[config.mk]
export PLATFORM = sky130hd
export DESIGN_NAME = mul_error_monitor
export DESIGN_NICKNAME = d
export VERILOG_FILES = /design/src/rtl/mul_error_monitor_pkg.sv /design/src/rtl/mul_error_monitor_sat_counter.sv /design/src/rtl/mul_error_monitor.sv
export SDC_FILE = /design/constraint.sdc
export NUM_CORES = 1
export LEC_CHECK = 0
export ABC_CLOCK_PERIOD_IN_PS = 5450
export CAP_MARGIN = 5
export CELL_PAD_IN_SITES_DETAIL_PLACEMENT = 0
export CELL_PAD_IN_SITES_GLOBAL_PLACEMENT = 2
export CORE_MARGIN = 1.5
export CORE_UTILIZATION = 24
export CTS_CLUSTER_SIZE = 40
export DETAILED_ROUTE_END_ITERATION = 10
export PLACE_DENSITY_LB_ADDON = 0.15
export SLEW_MARGIN = 15
export SYNTH_ARGS = -nofsm -noshare
export SYNTH_HDL_FRONTEND = slang
export SYNTH_SLANG_ARGS = --single-unit
[constraint.sdc]
create_clock -name clk -period 5.45 [get_ports clk]
set_clock_uncertainty 0.1 [all_clocks]
set_input_delay 0.545 -clock clk [delete_from_list [all_inputs] [get_ports clk]]
set_output_delay 0.545 -clock clk [all_outputs]
set_load 0.01 [all_outputs]
[src/rtl/mul_error_monitor_pkg.sv]
// mul_error_monitor_pkg: shared FSM encoding, read-address map and default widths
package mul_error_monitor_pkg;
    localparam int DEF_OPW = 8;
    localparam int DEF_PW  = 15;
    localparam int DEF_CW  = 16;
    typedef enum logic [1:0] {IDLE, ACCUM, DRAIN, DONE} state_t;
    localparam logic [4:0] BIT0        = 5'd0;
    localparam logic [4:0] BIT1        = 5'd1;
    localparam logic [4:0] BIT2        = 5'd2;
    localparam logic [4:0] BIT3        = 5'd3;
    localparam logic [4:0] BIT4        = 5'd4;
    localparam logic [4:0] BIT5        = 5'd5;
    localparam logic [4:0] BIT6        = 5'd6;
    localparam logic [4:0] BIT7        = 5'd7;
    localparam logic [4:0] BIT8        = 5'd8;
    localparam logic [4:0] BIT9        = 5'd9;
    localparam logic [4:0] BIT10       = 5'd10;
    localparam logic [4:0] BIT11       = 5'd11;
    localparam logic [4:0] BIT12       = 5'd12;
    localparam logic [4:0] BIT13       = 5'd13;
    localparam logic [4:0] BIT14       = 5'd14;
    localparam logic [4:0] BIT15       = 5'd15;
    localparam logic [4:0] ADDR_COUNT  = 5'd16;
    localparam logic [4:0] ADDR_SUM    = 5'd17;
    localparam logic [4:0] ADDR_MAX    = 5'd18;
    localparam logic [4:0] ADDR_ERRCNT = 5'd19;
endpackage

[src/rtl/mul_error_monitor_sat_counter.sv]
// sat_counter: clearable up-counter that sticks at all-ones
module sat_counter #(
    parameter int W = 16
) (
    input  logic         clk,
    input  logic         rst_n,
    input  logic         clr,
    input  logic         inc,
    output logic [W-1:0] q
);
    always_ff @(posedge clk)
        if (!rst_n || clr) q <= '0;
        else if (inc && !(&q)) q <= q + 1'b1;
endmodule

[src/rtl/mul_error_monitor.sv]
// mul_error_monitor: compares an approximate multiplier against the exact product
// and accumulates per-bit, count, error-sum and max-error statistics.
module mul_error_monitor
    import mul_error_monitor_pkg::*;
#(
    parameter int OPW = DEF_OPW,
    parameter int PW  = DEF_PW,
    parameter int CW  = DEF_CW
) (
    input  logic           clk,
    input  logic           rst_n,
    input  logic           start,
    input  logic           in_valid,
    output logic           in_ready,
    input  logic [OPW-1:0] op_a,
    input  logic [OPW-1:0] op_b,
    input  logic [PW-1:0]  prod_approx,
    input  logic           last,
    output logic           busy,
    output logic           done,
    input  logic [4:0]     rd_addr,
    output logic [31:0]    rd_data
);
    localparam int XW = 2 * OPW;
    state_t         state_q, state_d;
    logic           drain_q, accept, s1_valid;
    logic [XW-1:0]  s1_exact, s1_approx, diff, err;
    logic [15:0]    diff16, err16, max_q;
    logic [CW-1:0]  bit_cnt [16];
    logic [CW-1:0]  count_q, errcnt_q;
    logic [31:0]    sum_q;
    logic [32:0]    sum_n;

    assign in_ready = state_q == ACCUM;
    assign busy     = state_q == ACCUM || state_q == DRAIN;
    assign done     = state_q == DONE;
    assign accept   = in_valid && in_ready && !start;

    always_comb begin
        state_d = state_q;
        if (start) state_d = ACCUM;
        else if (state_q == ACCUM && accept && last) state_d = DRAIN;
        else if (state_q == DRAIN && drain_q) state_d = DONE;
    end

    always_ff @(posedge clk)
        if (!rst_n) begin
            state_q <= IDLE;
            drain_q <= 1'b0;
        end else begin
            state_q <= state_d;
            drain_q <= state_q == DRAIN && state_d == DRAIN;
        end

    always_ff @(posedge clk)
        if (!rst_n || start) begin
            s1_valid  <= 1'b0;
            s1_exact  <= '0;
            s1_approx <= '0;
        end else begin
            s1_valid <= accept;
            if (accept) begin
                s1_exact  <= XW'(op_a) * XW'(op_b);
                s1_approx <= XW'(prod_approx);
            end
        end

    assign diff   = s1_exact ^ s1_approx;
    assign err    = s1_exact >= s1_approx ? s1_exact - s1_approx : s1_approx - s1_exact;
    assign diff16 = 16'(diff);
    assign err16  = 16'(err);
    assign sum_n  = {1'b0, sum_q} + 33'(err);

    always_ff @(posedge clk)
        if (!rst_n || start) begin
            sum_q <= '0;
            max_q <= '0;
        end else if (s1_valid) begin
            sum_q <= sum_n[32] ? '1 : sum_n[31:0];
            if (err16 > max_q) max_q <= err16;
        end

    for (genvar k = 0; k < 16; k++) begin : g_bit
        sat_counter #(.W(CW)) u_bit (
            .clk(clk), .rst_n(rst_n), .clr(start), .inc(s1_valid && diff16[k]), .q(bit_cnt[k])
        );
    end

    sat_counter #(.W(CW)) u_count (
        .clk(clk), .rst_n(rst_n), .clr(start), .inc(s1_valid), .q(count_q)
    );
    sat_counter #(.W(CW)) u_errcnt (
        .clk(clk), .rst_n(rst_n), .clr(start), .inc(s1_valid && |diff), .q(errcnt_q)
    );

    assign rd_data = rd_addr <= BIT15        ? 32'(bit_cnt[rd_addr[3:0]]) :
                     rd_addr == ADDR_COUNT  ? 32'(count_q) :
                     rd_addr == ADDR_SUM    ? sum_q :
                     rd_addr == ADDR_MAX    ? 32'(max_q) :
                     rd_addr == ADDR_ERRCNT ? 32'(errcnt_q) : '0;
endmodule

Word level (Yosys, flattened, before mapping) --
Index checks and enable logic that the tools add are counted. W data, S select, Z words.
Word-level totals: register bits after elaboration 371, input port bits 41, output and inout port bits 35, logic and storage cells 157
Operators by class: add/sub/neg operators 21, $mul 1, $lt $le $gt $ge 4, equal/unequal tests 8, mux-type cells 13, bitwise gates (word level) 2, reduce and logical (&&, ||, !) cells 83
Operators with widths (number):
- $add A16 B1 Y16 const B | 18
- $reduce_and A16 Y1 | 18
- $mux W32 | 4
- $mux W16 | 5
- $bmux W16 S4 | 1
- $logic_and A1 B1 Y1 | 41
- $add A32 B16 Y33 | 1
- $eq A5 B5 Y1 const B | 4
- $logic_not A1 Y1 | 20
- $ge A16 B15 Y1 | 1
- $gt A16 B16 Y1 | 1
- $mul A8 B8 Y16 | 1
- $reduce_or A16 Y1 | 1
- $sub A15 B16 Y16 | 1
- $sub A16 B15 Y16 | 1
- $xor A16 B15 Y16 | 1
- $eq A2 B2 Y1 const B | 3
- $mux W2 | 3
- $ge A5 B5 Y1 const B | 1
- $le A5 B4 Y1 const B | 1
- $not A4 Y5 | 1
- $eq A2 B1 Y1 const B | 1
- $logic_or A1 B1 Y1 | 2
- $reduce_and A2 Y1 | 1

Logic depth before layout (Yosys ltp) --
Gate-level depths: netlist (run 1).
word-level depth 9, gate-level depth with buffers 23, mapped depth without buffers 21

By module --
Synthesis (run 1) repeated with hierarchy kept, for this count alone.
Unflattened totals: cell total of the unflattened synthesis 2955, area, all modules 25983.7 sq um
Modules (own cells, without submodules):
- sat_counter | instances 18, cells each 96, area each 854.6 sq um, seq. area each 320.3 sq um
- mul_error_monitor | instances 1, cells each 1227, area each 10601.4 sq um, seq. area each 1661.6 sq um

Worst setup path after synthesis (run 1) --
OpenSTA, ideal clock, no wires.
path type reg2reg, from register s1_exact[13], to register max_q[5], setup time 0.128 ns, arrival time 4.304 ns, data required time 5.222 ns, setup slack 0.918 ns, cell stages (with the launch flop) 22, buffers on the path 3, period minus slack after synthesis 4.532 ns, path through dfxtp_1 > inv_1 > ha_1 > buf_6 > a21o_1 > a211oi_1 > a21boi_4 > nand2_4 > mux2_4 > o211ai_2 > or3_1 > nand2_1 > ha_1 > and3_1 > nand4_1 > o22a_1 > a311oi_1 > clkbuf_1 > clkbuf_1 > nor2_1 > a21oi_1 > nor2_1
On the way: longest elaborated chain between the ends 4, elaborated cells on any way between the ends 6, those cells by class 2 x add/sub; 2 x order compare; 1 x mux; 1 x reduce/logical
Ends and longest elaborated chain:
- from (decl) | RTL line mul_error_monitor.sv:27 | logic [XW-1:0] s1_exact, s1_approx, diff, err;
- from (signal assigned) | RTL line mul_error_monitor.sv:63 | s1_exact <= XW'(op_a) * XW'(op_b);
- $sub A15 B16 Y16 (tied with other cells) | RTL line mul_error_monitor.sv:69 | assign err = s1_exact >= s1_approx ? s1_exact - s1_approx : s1_approx - s1_exact;
- $mux W16 (*) | RTL line mul_error_monitor.sv:69
- named net err[15] | RTL line mul_error_monitor.sv:27
- $gt A16 B16 Y1 (*) | RTL line mul_error_monitor.sv:80 | if (err16 > max_q) max_q <= err16;
- $reduce_and A2 Y1 (no source line) (*)
- to (signal assigned) | RTL line mul_error_monitor.sv:80
- to (decl) | RTL line mul_error_monitor.sv:28 | logic [15:0] diff16, err16, max_q;
The timed path passes the listed nets; every way through them passes the cells marked *. A chain may end at the register's enable or synchronous reset.

Worst setup path after layout (run 1) --
from register s1_approx[1], to register sum_q[22]
On the way: longest elaborated chain between the ends 4, elaborated cells on any way between the ends 6, those cells by class 3 x add/sub; 1 x order compare; 2 x mux
Ends and longest elaborated chain:
- from (decl) | RTL line mul_error_monitor.sv:27
- from (signal assigned) | RTL line mul_error_monitor.sv:64 | s1_approx <= XW'(prod_approx);
- $sub A15 B16 Y16 (tied with other cells) | RTL line mul_error_monitor.sv:69
- $mux W16 (*) | RTL line mul_error_monitor.sv:69
- named net err[4] | RTL line mul_error_monitor.sv:27
- $add A32 B16 Y33 (*) | RTL line mul_error_monitor.sv:72 | assign sum_n = {1'b0, sum_q} + 33'(err);
- $mux W32 (*) | RTL line mul_error_monitor.sv:79 | sum_q <= sum_n[32] ? '1 : sum_n[31:0];
- to (signal assigned) | RTL line mul_error_monitor.sv:79
- to (decl) | RTL line mul_error_monitor.sv:31 | logic [31:0] sum_q;
Marked as above.

==> results.json, run 1 <==
{
  "outcome": "completed",
  "path_depth": 17,
  "fin_setup_tns_ns": 0,
  "crit_arrival_ns": 5.40,
  "drt-pass1-iter-count": 5,
  "area_growth_pct": 16.9,
  "slowest_stage": "dfxtp_1",
  "multi_input_area_sq_um": 14600,
  "whs_path_depth": 2,
  "rsz0062_at_grt": "false",
  "cp-end-kind": "register",
  "worst_pin_slew_ns": 1.18,
  "syn-num-nets": 2834,
  "drive_gt1_share_pct": 8.67,
  "io_buffers": 75,
  "initial_core_util_pct": 24.2,
  "syn-mean-instance-area_sq_um": 8.69,
  "overflow": 0,
  "wirelength_mm": 76.6,
  "grt_pass1_vias": 18600,
  "row_count": 113,
  "layout_min_cycle_time_ns": 5.03,
  "drv_slew": 0,
  "root_buffer": "clkbuf_16",
  "synth_ff_type": "dfxtp_1",
  "syn-instance-count": 2635,
  "min_path_type": "register to register",
  "vias": 19200,
  "setup_viol": 0,
  "grt_usage_pct": 15.5,
  "postRouteAntennaNets": 0,
  "slowest_delay_ns": 0.44,
  "fin_hold_ws_ns": 0.374,
  "cts_buffers": 48,
  "cp.required_ns": 5.82,
  "io_pins": 76,
  "die_area_sq_um": 97200,
  "max_freq_mhz": 199,
  "drtIter0Drc": 1132,
  "clk_latency_ns": 0.61,
  "worstPathCellList": "inv_1 > fa_1 > a21o_1 > a221oi_2 > a311o_2 > nand2_4 > mux2i_1 > xor2_1 > ha_1 > o21ai_0 > nand2_1 > o211ai_1 > or3_1 > a31oi_2 > o221ai_1 > nor4_1 > nor3_1",
  "die_w_um": 312,
  "gp_congestion": 0.802,
  "cp-start-kind": "register",
  "antenna_found_initial": 0,
  "crit_type": "register to register",
  "ys_seq_area_share_pct": 32.4,
  "grt_max_degree": 127,
  "synthDistinctLibCells": 74,
  "post-dp-hpwl_mm": 58.8,
  "grt_pass1_wl_mm": 117,
  "irDropWorstVdd_mv": 0.183,
  "ys_seq_elements": 371,
  "wl_per_cell_um": 19.2,
  "route.detailed.drc": 0,
  "post_drt_via_cell_ratio": 4.80,
  "h-tree-depth": 2,
  "cts_num_sinks": 371,
  "min_period_over_period_pct": 92.3,
  "tritoncts": "done",
  "r2r_cells": 17,
  "worst-path-buf-inv": 1,
  "worstPathMaxFanout": 15,
  "coreArea_sq_um": 94700,
  "p_per_area_nw_per_um2": 284,
  "p_leak_uw": 0.00914,
  "synth_top_area_cell": "dfxtp_1",
  "seqCellArea_sq_um": 7430,
  "yosysMostFrequentCell": "dfxtp_1",
  "cap_viol_max_count": 0,
  "nFillCells": 10100,
  "synth_top_area_share_pct": 32.4,
  "yosys_warnings": 0,
  "crit_family": "compound AO/OA/AOI/OAI gates",
  "finalHoldViolCount": 0,
  "synthTopCellsByCount": "371 x dfxtp_1, 321 x nor2_1, 249 x nand2_1",
  "clkTransAtPathRegs_ns": 0.06,
  "slew_headroom_pct": 20.1,
  "die_y_um": 312,
  "synth_area_sq_um": 22900,
  "clk_path_buf_depth": 3,
  "nets": 2902,
  "async_reset_ff_share_pct": 0,
  "ys_top_cells_by_area": "dfxtp_1 32%, mux4_2 7.9%, ha_1 6.5%",
  "synth_edf_count": 0
}
## kinds of logic after synthesis
logic type / share of synthesized area, %
compound gates: 13.0
xor+xnor: 8.68
fa+ha+maj: 9.91
buf+inv: 4.23
flops: 32.4
mux: 9.27
simple gates: 22.4
## state kept, by name (all words and copies together) (netlist names)
| signal | cells |
|---|---|
| g_bit.u_bit.q | 256 |
| sum_q | 32 |
| max_q | 16 |
| s1_exact | 16 |
| u_count.q | 16 |
| u_errcnt.q | 16 |
| s1_approx | 15 |
| state_q | 2 |
| drain_q | 1 |
| s1_valid | 1 |
## power breakdown
group	internal (uW)	total, uW	switching (uW)
Combinational	713	1750	1040
Sequential	2730	2740	13.7
Clock	1810	3110	1300
Total	5250	7600	2350
## per-stage QoR
step,util (%),setup WS [ns],cells,power [uW],instance area [sq um]
floorplan,-,0.918,2635,4060,22900
global placement,26.6,0.112,3916,4570,25200
detailed placement,26.6,0.126,3916,4560,25200
CTS,28.2,0.325,3995,7760,26700
global route,28.3,0.0439,3997,8060,26800
finish,28.3,0.421,3999,7600,26800
## final timing paths
| path | start | to | slack, ns |
|---|---|---|---|
| setup / recovery | s1_approx[1] | sum_q[22] | 0.42 |
| hold / removal | s1_exact[7] | s1_exact[7] | 0.37 |
| setup reg to reg | s1_approx[1] | sum_q[22] | 0.42 |
| hold reg to reg | s1_exact[7] | s1_exact[7] | 0.37 |
## layer usage
metal	share of wire (%)	vias up	global-route usage [%]
li1	-	9500	-
met1	50	9316	22.4
met2	44	288	24.4
met3	3.1	92	1.85
met4	2.5	0	4.15
met5	0	-	0
## worst register-to-register path, cell delays in order, from the launching register on
cell and delay, ns:
dfxtp_1 0.44, inv_1 0.12, fa_1 0.42, a21o_1 0.19, a221oi_2 0.30, a311o_2 0.31, nand2_4 0.18, mux2i_1 0.27
xor2_1 0.38, ha_1 0.29, o21ai_0 0.14, nand2_1 0.11, o211ai_1 0.12, or3_1 0.39, a31oi_2 0.41, o221ai_1 0.33
nor4_1 0.31, nor3_1 0.07
## placed cells by master, fill, tap and decap left out, drive strengths merged, types with 47 or more instances in the layout
cell type	netlist	layout
dfxtp	371	371
nor2	321	321
nand2	250	250
a21oi	162	162
inv	149	150
xor2	136	136
o21ai	123	123
ha	119	119
nand3	93	93
xnor2	91	91
or3	86	86
mux4	80	80
nand4	74	74
clkdlybuf4s50	0	73
clkbuf	79	72
and2	61	61
and4	47	47
buf	23	47
## timing repair
item / 4_1_cts / 5_1_grt
hold buffers: 0 / 0
endpoints found under the setup margin: 0 / 12
buffers inserted: 0 / 1
resized for setup: 0 / 4
## final cells by class
type / instances / share of cell area (%)
repair buffers: 120 / 4.26
multi-input cells: 2013 / 54.4
well taps: 1265 / 5.91
inverters: 149 / 2.10
flip-flops and latches: 371 / 27.8
diodes: 2 / 0.0187
clock inverters: 7 / 0.337
clock buffers: 72 / 5.24
Note: power is estimated with default switching activity, not from simulation.
==> run 2, diff against run 1 <==
--- a/config.mk
+++ b/config.mk
@@ -9,7 +9,7 @@
 export CAP_MARGIN = 5
 export CELL_PAD_IN_SITES_DETAIL_PLACEMENT = 0
 export CELL_PAD_IN_SITES_GLOBAL_PLACEMENT = 2
-export CORE_MARGIN = 1.5
+export CORE_MARGIN = 2
 export CORE_UTILIZATION = 24
 export CTS_CLUSTER_SIZE = 40
 export DETAILED_ROUTE_END_ITERATION = 10
==> run 2 against run 1 <==
Effect of this change:
- cell count is 0.10% higher
- setup slack worse by 0.052 ns
- flip-flop and latch count unchanged
- critical path type unchanged
- highest routed layer unchanged
==> results.json, run 2 (same netlist as run 1, synthesis figures left out) <==
{
  "outcome": "completed",
  "num_antenna_cells": 0,
  "nets": 2903,
  "io_pins": 76,
  "cp-endpoint": "sum_q[13]",
  "p_int_uw": 5440,
  "layout_min_cycle_time_ns": 5.08,
  "wirelength_mm": 76.4,
  "h-tree-depth": 2,
  "layout_common_cells": "370 x dfxtp_1, 320 x nor2_1, 249 x nand2_1",
  "die_w_um": 313,
  "die_y_um": 313,
  "grt_pass1_vias": 18900,
  "power_switching_uw": 2360,
  "hold_start": "s1_exact[0]",
  "largest_register": "g_bit.u_bit.q",
  "gp_congestion": 0.821,
  "grt_usage_pct": 15.5,
  "cap_viol_max_count": 0,
  "crit_type": "register to register",
  "route.detailed.drc": 0,
  "grt_pass1_wl_mm": 118,
  "io_buffers": 75,
  "largest_register_ffs": 256,
  "clk_latency_ns": 0.62,
  "routed-wl-met3_mm": 2.78,
  "clk_path_buf_depth": 3,
  "drt-pass1-iter-count": 6,
  "seqPwrFrac_pct": 35.1,
  "r2r_cells": 20,
  "wl_met1_mm": 37.9,
  "drive_gt1_share_pct": 8.95,
  "slew_headroom_pct": 19.6,
  "row_count": 113,
  "wl_per_cell_um": 19.1,
  "cp-start-kind": "register",
  "clkTransAtPathRegs_ns": 0.06,
  "p_comb_share_pct": 22.4,
  "top_layer": "met4",
  "cts_num_sinks": 371,
  "overflow": 0,
  "nFillCells": 10100,
  "p_per_area_nw_per_um2": 290,
  "coreArea_sq_um": 94700,
  "drtIter0Drc": 1265,
  "initial_core_util_pct": 24.2,
  "p_leak_uw": 0.00920,
  "min_path_type": "register to register",
  "reg_top3": "g_bit.u_bit.q x256, sum_q x32",
  "startpoint": "s1_exact[0]",
  "area_growth_pct": 17.4,
  "worst_pin_slew_ns": 1.19,
  "reg2reg_from": "s1_exact[0]",
  "switching_share_pct": 30.3,
  "fin_util_pct": 28.4,
  "crit_arrival_ns": 5.49,
  "p_clk_share_pct": 42.5,
  "rsz0062_at_grt": "false",
  "setup_viol": 0,
  "postRouteAntennaNets": 0,
  "r2r_setup_slack_ns": 0.37,
  "root_buffer": "clkbuf_16",
  "max_freq_mhz": 197,
  "finalHoldViolCount": 0,
  "cp-end-kind": "register",
  "post-dp-hpwl_mm": 58.9,
  "cts_buffers": 47,
  "worstPathMaxFanout": 15,
  "cts_hold_buf": 0,
  "vias": 19200,
  "r2r_end": "sum_q[13]",
  "fin_setup_tns_ns": 0,
  "post_drt_via_cell_ratio": 4.79,
  "multi_input_area_sq_um": 14600,
  "tritoncts": "done",
  "dr_wl_met2_mm": 33.8,
  "irDropWorstVdd_mv": 0.202,
  "final_common_cell": "dfxtp_1",
  "cp.required_ns": 5.86,
  "die_area_sq_um": 97900,
  "grt_max_degree": 190,
  "min_period_over_period_pct": 93.2,
  "drv_slew": 0,
  "antenna_found_initial": 0,
  "seqCellArea_sq_um": 7430
}
run 2: changes by cell type in the layout (fill, tap and decap cells not counted), moves of 2 or more:
cell / change
bufinv_16: +5
buf_4: +4
clkbuf_8: -2
clkinv_2: +2
diode_2: -2
run 2: worst min path at each step:
stage | endpoint | slack (ns) | cells after the start
after floorplan | s1_exact[7] | 0.35 | 2
after global placement | s1_exact[0] | 0.37 | 2
after detailed placement | s1_exact[0] | 0.37 | 2
after CTS | s1_approx[12] | 0.34 | 3
after global routing | s1_exact[3] | 0.40 | 2
final | s1_exact[0] | 0.38 | 2
run 2: metal layers:
metal	vias to the layer above	track usage [%]
met5	-	0
met4	0	4.28
met3	94	1.95
met2	320	24.2
met1	9271	22.4
li1	9497	-
run 2: final cells by class:
class / instances / area share (%)
Sequential cell: 371 / 27.6
Timing Repair Buffer: 122 / 4.23
Clock buffer: 68 / 5.00
Clock inverter: 15 / 0.996
Tap cell: 1265 / 5.89
Inverter: 149 / 2.09
Multi-Input combinational cell: 2013 / 54.2
run 2: power by group through the flow:
stage               Clock, uW  Combinational (uW)  Sequential (uW)
floorplan                   0                1260             2790
global placement            0                1780             2800
detailed placement          0                1770             2800
CTS                      3460                1780             2740
global route             3540                1990             2740
finish                   3320                1750             2740
run 2: critical path: stages, from the launching register on:
cell and delay (ns):
dfxtp_1 0.32, inv_1 0.06, ha_1 0.16, inv_1 0.06, fa_1 0.41, a21o_1 0.20, a221oi_2 0.36, a311o_2 0.32
nand2_4 0.18, mux2_4 0.36, o21a_1 0.14, xnor2_1 0.26, ha_1 0.36, a21o_1 0.21, a21o_1 0.17, a21oi_1 0.25
a21bo_2 0.18, a31oi_2 0.08, o211ai_1 0.28, nand2_1 0.23, o221a_2 0.30
run 2: per-stage QoR:
| step | instances | setup WS, ns | total power [uW] | cell area [sq um] | hold slack (ns) |
|---|---|---|---|---|---|
| after floorplan | 2635 | 0.918 | 4060 | 22900 | 0.349 |
| after global placement | 3919 | 0.160 | 4570 | 25200 | 0.367 |
| after detailed placement | 3919 | 0.115 | 4570 | 25200 | 0.374 |
| after CTS | 4002 | 0.316 | 7980 | 26800 | 0.336 |
| after global routing | 4003 | 0.0326 | 8260 | 26900 | 0.401 |
| final | 4003 | 0.369 | 7810 | 26900 | 0.376 |
run 2: what timing repair did:
action	CTS	global route
setup buffers	0	1
setup endpoints to repair	0	10
resized for setup	0	6
